`src/rtl/ex_div_ctrl_pkg.sv`:
```
// Shared encodings for the EX-stage RV32M divide sequencer.
// func3 codes of the divide group and the sequencer state type.
package ex_div_ctrl_pkg;

    localparam logic [2:0] INST_DIV     = 3'b100;
    localparam logic [2:0] INST_DIVU    = 3'b101;
    localparam logic [2:0] INST_REM     = 3'b110;
    localparam logic [2:0] INST_REMU    = 3'b111;
    localparam logic [6:0] INST_FUNC7_M = 7'b0000001;

    typedef enum logic [1:0] {
        ST_IDLE  = 2'd0,
        ST_START = 2'd1,
        ST_CALC  = 2'd2,
        ST_END   = 2'd3
    } div_state_e;

endpackage

```
`src/rtl/ex_div_ctrl.sv`:
```
// Multi-cycle radix-2 restoring divider for DIV/DIVU/REM/REMU; holds the pipeline while busy
// and presents a one-cycle writeback pulse on completion.
//
// state    | meaning
// ---------+------------------------------------------------------------
// ST_IDLE  | waiting for start_i; operands captured on acceptance
// ST_START | special cases resolved, magnitudes and result signs taken
// ST_CALC  | one quotient bit per cycle, cnt_q counts down to 0
// ST_END   | sign fix-up, result/ready/rd_wen presented for one cycle
module ex_div_ctrl
    import ex_div_ctrl_pkg::*;
#(
    parameter int XLEN  = 32,
    parameter int CNT_W = $clog2(XLEN)
) (
    input  logic             clk,
    input  logic             rst,
    input  logic             start_i,
    input  logic [2:0]       op_i,
    input  logic [XLEN-1:0]  dividend_i,
    input  logic [XLEN-1:0]  divisor_i,
    input  logic [4:0]       rd_addr_i,
    input  logic             flush_i,
    output logic [XLEN-1:0]  result_o,
    output logic             ready_o,
    output logic [4:0]       rd_addr_o,
    output logic             rd_wen_o,
    output logic             busy_o,
    output logic             hold_flag_o
);

    localparam logic [XLEN-1:0] INT_MIN = {1'b1, {(XLEN-1){1'b0}}};

    div_state_e       state_q;
    logic [2:0]       op_q;
    logic [XLEN-1:0]  dvd_q;
    logic [XLEN-1:0]  dvs_q;
    logic [XLEN-1:0]  quo_q;
    logic [XLEN-1:0]  rem_q;
    logic [CNT_W-1:0] cnt_q;
    logic [4:0]       rd_q;
    logic             q_neg_q;
    logic             r_neg_q;

    logic             op_signed;
    logic [XLEN:0]    step_t;
    logic             step_ge;
    logic [XLEN-1:0]  step_sub;
    logic [XLEN-1:0]  quo_fix;
    logic [XLEN-1:0]  rem_fix;
    logic             in_end;

    assign op_signed = (op_q == INST_DIV) || (op_q == INST_REM);

    // The shifted partial remainder can exceed XLEN bits for large unsigned divisors, so the
    // compare uses XLEN+1 bits; the difference itself always fits back into XLEN bits.
    always_comb begin
        step_t   = {rem_q, dvd_q[cnt_q]};
        step_ge  = (step_t >= {1'b0, dvs_q});
        step_sub = step_t[XLEN-1:0] - dvs_q;
    end

    assign quo_fix = q_neg_q ? XLEN'(~quo_q + 1'b1) : quo_q;
    assign rem_fix = r_neg_q ? XLEN'(~rem_q + 1'b1) : rem_q;

    always_ff @(posedge clk) begin
        if (rst) begin
            state_q <= ST_IDLE;
            op_q    <= '0;
            dvd_q   <= '0;
            dvs_q   <= '0;
            quo_q   <= '0;
            rem_q   <= '0;
            cnt_q   <= '0;
            rd_q    <= '0;
            q_neg_q <= 1'b0;
            r_neg_q <= 1'b0;
        end else begin
            case (state_q)
                ST_IDLE: begin
                    if (start_i && !flush_i) begin
                        op_q    <= op_i;
                        dvd_q   <= dividend_i;
                        dvs_q   <= divisor_i;
                        rd_q    <= rd_addr_i;
                        state_q <= ST_START;
                    end
                end
                ST_START: begin
                    if (flush_i) begin
                        state_q <= ST_IDLE;
                    end else if (dvs_q == '0) begin
                        quo_q   <= '1;
                        rem_q   <= dvd_q;
                        q_neg_q <= 1'b0;
                        r_neg_q <= 1'b0;
                        state_q <= ST_END;
                    end else if (op_signed && dvd_q == INT_MIN && dvs_q == '1) begin
                        quo_q   <= INT_MIN;
                        rem_q   <= '0;
                        q_neg_q <= 1'b0;
                        r_neg_q <= 1'b0;
                        state_q <= ST_END;
                    end else begin
                        dvd_q   <= (op_signed && dvd_q[XLEN-1]) ? XLEN'(~dvd_q + 1'b1) : dvd_q;
                        dvs_q   <= (op_signed && dvs_q[XLEN-1]) ? XLEN'(~dvs_q + 1'b1) : dvs_q;
                        q_neg_q <= op_signed && (dvd_q[XLEN-1] ^ dvs_q[XLEN-1]);
                        r_neg_q <= op_signed && dvd_q[XLEN-1];
                        quo_q   <= '0;
                        rem_q   <= '0;
                        cnt_q   <= CNT_W'(XLEN - 1);
                        state_q <= ST_CALC;
                    end
                end
                ST_CALC: begin
                    if (flush_i) begin
                        state_q <= ST_IDLE;
                    end else begin
                        rem_q        <= step_ge ? step_sub : step_t[XLEN-1:0];
                        quo_q[cnt_q] <= step_ge;
                        if (cnt_q == '0) begin
                            state_q <= ST_END;
                        end else begin
                            cnt_q <= cnt_q - 1'b1;
                        end
                    end
                end
                default: begin
                    state_q <= ST_IDLE;
                end
            endcase
        end
    end

    // flush_i suppresses the writeback and hold in the same cycle it arrives.
    assign in_end      = (state_q == ST_END);
    assign ready_o     = in_end && !flush_i;
    assign rd_wen_o    = ready_o;
    assign result_o    = ready_o ? (op_q[1] ? rem_fix : quo_fix) : '0;
    assign rd_addr_o   = ready_o ? rd_q : '0;
    assign busy_o      = (state_q != ST_IDLE);
    assign hold_flag_o = !flush_i &&
                         (((state_q == ST_IDLE) && start_i) ||
                          (state_q == ST_START) || (state_q == ST_CALC));

endmodule

```
`config.mk`:
```
export PLATFORM = sky130hd
export DESIGN_NAME = ex_div_ctrl
export DESIGN_NICKNAME = d
export VERILOG_FILES = /design/src/rtl/ex_div_ctrl_pkg.sv /design/src/rtl/ex_div_ctrl.sv
export SDC_FILE = /design/constraint.sdc
export NUM_CORES = 1
export LEC_CHECK = 0
export BUFFER_PORTS_ARGS = -buffer_cell sky130_fd_sc_hd__clkbuf_2
export CORE_ASPECT_RATIO = 0.7
export CORE_UTILIZATION = 61
export DETAILED_ROUTE_END_ITERATION = 12
export PLACE_DENSITY = 0.82
export SLEW_MARGIN = 15
export SYNTH_ARGS = -nofsm -noshare
export SYNTH_HDL_FRONTEND = slang
export SYNTH_SLANG_ARGS = --single-unit
```
`constraint.sdc`:
```
create_clock -name clk -period 4 [get_ports clk]
set_input_delay 0.6 -clock clk [delete_from_list [all_inputs] [get_ports clk]]
set_output_delay 0.6 -clock clk [all_outputs]
set_load 0.02 [all_outputs]
```
==> results by group <==
Run status
  • Status: finished clean

STA
  • Period utilization: 0.9834
  • Hold Slack: 0.3757 ns
  • Min cycle time layout: 3.934 ns
  • Setup-failing EPs final: 0
  • Max-slew violations: 0
  • Max-Slew Margin vs Limit: 0.2189
  • Setup TNS: 0 ns
  • Slew @ Worst Pin: 1.170 ns
  • Worst clock skew: 0.01133 ns
  • Hold Violations, Final: 0
  • Fmax: 254.2 MHz
  • Unrepaired setup endpoints after global routing: true

Place
  • Placer Congestion: 1.051
  • IO buf count: 116
  • DP HPWL: 32,030 um

Clocking
  • Clk sinks: 145
  • CTS Buf Count: 17
  • Root Buffer: clkbuf_16
  • H-Tree Depth: 4
  • Reg clk slew, reported paths: 0.07 ns
  • Hold_buf cts: 0
  • Clk_lat worst skew: 0.44 ns
  • Max clock buf depth: 2
  • CTS tree: built

Logic synthesis
  • Number of library cell types mapped by synthesis: 91
  • Most frequent cell after synthesis: nor2_1
  • Post-synth EDFFs: 0
  • Mapped Cells: 1,744
  • FF+latch count, synth: 145
  • Post-synth top cells: nor2_1, nand2_1, a21oi_1
  • Syn avg cell area: 7.262 sq um
  • Syn nets: 1,862
  • Yosys warns: 0
  • Post-synthesis sequential area ratio: 0.2292
  • Ranking of synthesized cells by area: dfxtp_1, nor2_1, a21oi_1
  • Post-synth top area cell: dfxtp_1
  • FFs w/ async S/R, synth: 0
  • Post-Syn Area: 0.01266 sq mm
  • Yosys top cell area share: 0.2292
  • Main synth FF type: dfxtp_1

Critical path
  • CP max FO: 6
  • Data required time at the worst endpoint: 3.40 ns
  • Arrival time worst endpoint: 3.33 ns
  • Setup Crit Path Kind: reg -> out
  • Crit end category: primary output
  • Crit start category: register

Floorplan
  • Die height: 122.6 um
  • Core outline area: 0.02007 sq mm
  • Die X: 174.2 um
  • I/O Pins: 117
  • Initial core utilization: 0.6311
  • Row cnt: 43
  • Die area: 0.02135 sq mm

Global route
  • Initial antenna violation count: 1
  • First-pass GRT wire length: 68,660 um
  • Total global-route track usage: 0.4096
  • Total global routing overflow: 0
  • Global routing usage on met2: 0.6185
  • Largest net degree at the start of global routing: 80
  • Vias in the first global route: 12,633
  • Grt peak-use layer: met2
  • GRT met3 Usage: 0.1019
  • Global Route met1 Usage: 0.5611

Route
  • Routed Antenna Nets: 0
  • Vias post-DR: 14,329
  • Initial DRC Count: 2,099
  • DRT Wirelength: 44,230 um
  • DRC: 0
  • Average wire per standard cell: 21.10 um
  • First-pass detailed-route iteration total: 5
  • Vias per cell: 6.836

Layout
  • Final core occ: 0.7098
  • Nets: 1,931
  • Layout Area Growth over Synthesis: 12.48%
  • Antenna diodes: 0
  • Share of layout cells above drive strength 1: 0.1774

Pwr
  • Maximum VDD drop: 0.0002912 V
  • Pwr Density: 367.2 mW/mm^2
  • P_leak: 5.379 nW

Run
  • MaxCap Viol Count: 0

Worst hold path
  • Hold WC Path Type: in -> reg
## metal layers
metal / up-vias / wire length, um
li1: 6606 / -
met1: 6589 / 18380
met2: 983 / 18620
met3: 151 / 5660
met4: 0 / 1571
met5: - / 0
## sequential cells by signal, indices dropped and copies added (netlist names)
name,cells
state_q,2
rd_q,5
op_q,3
quo_q,32
q_neg_q,1
dvd_q,32
cnt_q,5
dvs_q,32
r_neg_q,1
rem_q,32
## power by group
| part | switching (mW) | leakage [nW] | internal (mW) | total, mW |
|---|---|---|---|---|
| Combinational | 1.23 | 3.93 | 0.756 | 1.98 |
| Clock | 0.753 | 0.267 | 0.829 | 1.58 |
| Sequential | 0.141 | 1.19 | 1.53 | 1.67 |
## stage by stage
stage          cell area (sq um)  worst slack (ns)  instances  power, mW
4_1_cts                    14190           0.01636       2094      5.116
6_report                   14240           0.06636       2096      5.231
3_3_place_gp               13610            0.3606       2061      3.518
3_5_place_dp               13610            0.2320       2061      3.554
5_1_grt                    14240          -0.04212       2096      5.441
2_1_floorplan              12660            0.3021       1744      3.019
## path summary, 6_finish.rpt
check	from	to	slack, ns	depth (start not counted)
worst max-delay path	quo_q[10]$_SDFFE_PP0P_	result_o[31]	0.07	10
worst min-delay path	rd_addr_i[4]	rd_q[4]$_SDFFE_PP0P_	0.38	3
worst max register to register	cnt_q[0]$_SDFFE_PP0P_	rem_q[22]$_SDFFE_PP0P_	0.24	15
worst min register to register	rd_q[1]$_SDFFE_PP0P_	rd_q[1]$_SDFFE_PP0P_	0.46	2
## logic make-up after synthesis
family                   share of synthesized area
AO/OA/AOI/OAI                               0.3181
AND/OR/NAND/NOR                             0.2635
adder cells (fa/ha/maj)                    0.04209
XOR/XNOR                                   0.05256
flip-flops                                  0.2292
buffers and inverters                      0.06372
multiplexers                               0.03082
## timing repair
action	CTS	global route
resized for setup	5	12
pin swaps	1	2
buffers inserted	1	2
setup endpoints to repair	1	13
## placed cells by master, fill, tap and decap left out, types with 9 or more instances in the layout
| cell type | Yosys | routed |
|---|---|---|
| mux2i_1 | 12 | 12 |
| xnor2_1 | 44 | 44 |
| a21oi_1 | 153 | 153 |
| o21a_1 | 15 | 15 |
| a211oi_1 | 70 | 69 |
| o211ai_1 | 13 | 13 |
| or3_1 | 17 | 17 |
| a22o_1 | 12 | 12 |
| nand2b_1 | 13 | 12 |
| nand3_1 | 63 | 63 |
| ha_1 | 41 | 41 |
| o41ai_1 | 13 | 13 |
| o311ai_0 | 9 | 9 |
| a311oi_1 | 40 | 40 |
| a21o_1 | 23 | 23 |
| nand4_1 | 28 | 28 |
| xor2_1 | 32 | 32 |
| nor3_1 | 40 | 40 |
| or4_1 | 12 | 11 |
| buf_4 | 4 | 71 |
| clkbuf_2 | 0 | 115 |
| a31oi_1 | 20 | 19 |
| clkbuf_16 | 0 | 17 |
| and3_1 | 9 | 9 |
| nor4_1 | 17 | 15 |
| o21ai_0 | 80 | 78 |
| inv_1 | 60 | 60 |
| a22oi_1 | 26 | 26 |
| o31ai_1 | 33 | 32 |
| nor2_1 | 231 | 231 |
| dfxtp_1 | 145 | 139 |
| and2_1 | 23 | 23 |
| nand2_1 | 158 | 158 |
## layout make-up
class | instances | area (sq um)
clock buffer | 18 | 439.2
clock inverter | 14 | 117.6
fill | 1673 | 5823
inverter | 60 | 225.2
multi-input combinational | 1400 | 9046
sequential | 145 | 2910
tap | 270 | 337.8
timing repair buffer | 189 | 1169
## critical path: stages, from the launching register on
cell and delay (ns):
dfxtp_1 0.36, or4_4 0.58, nor3_4 0.22, nand4_1 0.20
or4_4 0.51, o31ai_2 0.23, xnor2_1 0.15, nor2_1 0.07
a211oi_2 0.25, buf_4 0.16, clkbuf_2 0.16
No activity file was read; power rests on OpenSTA's default activity.
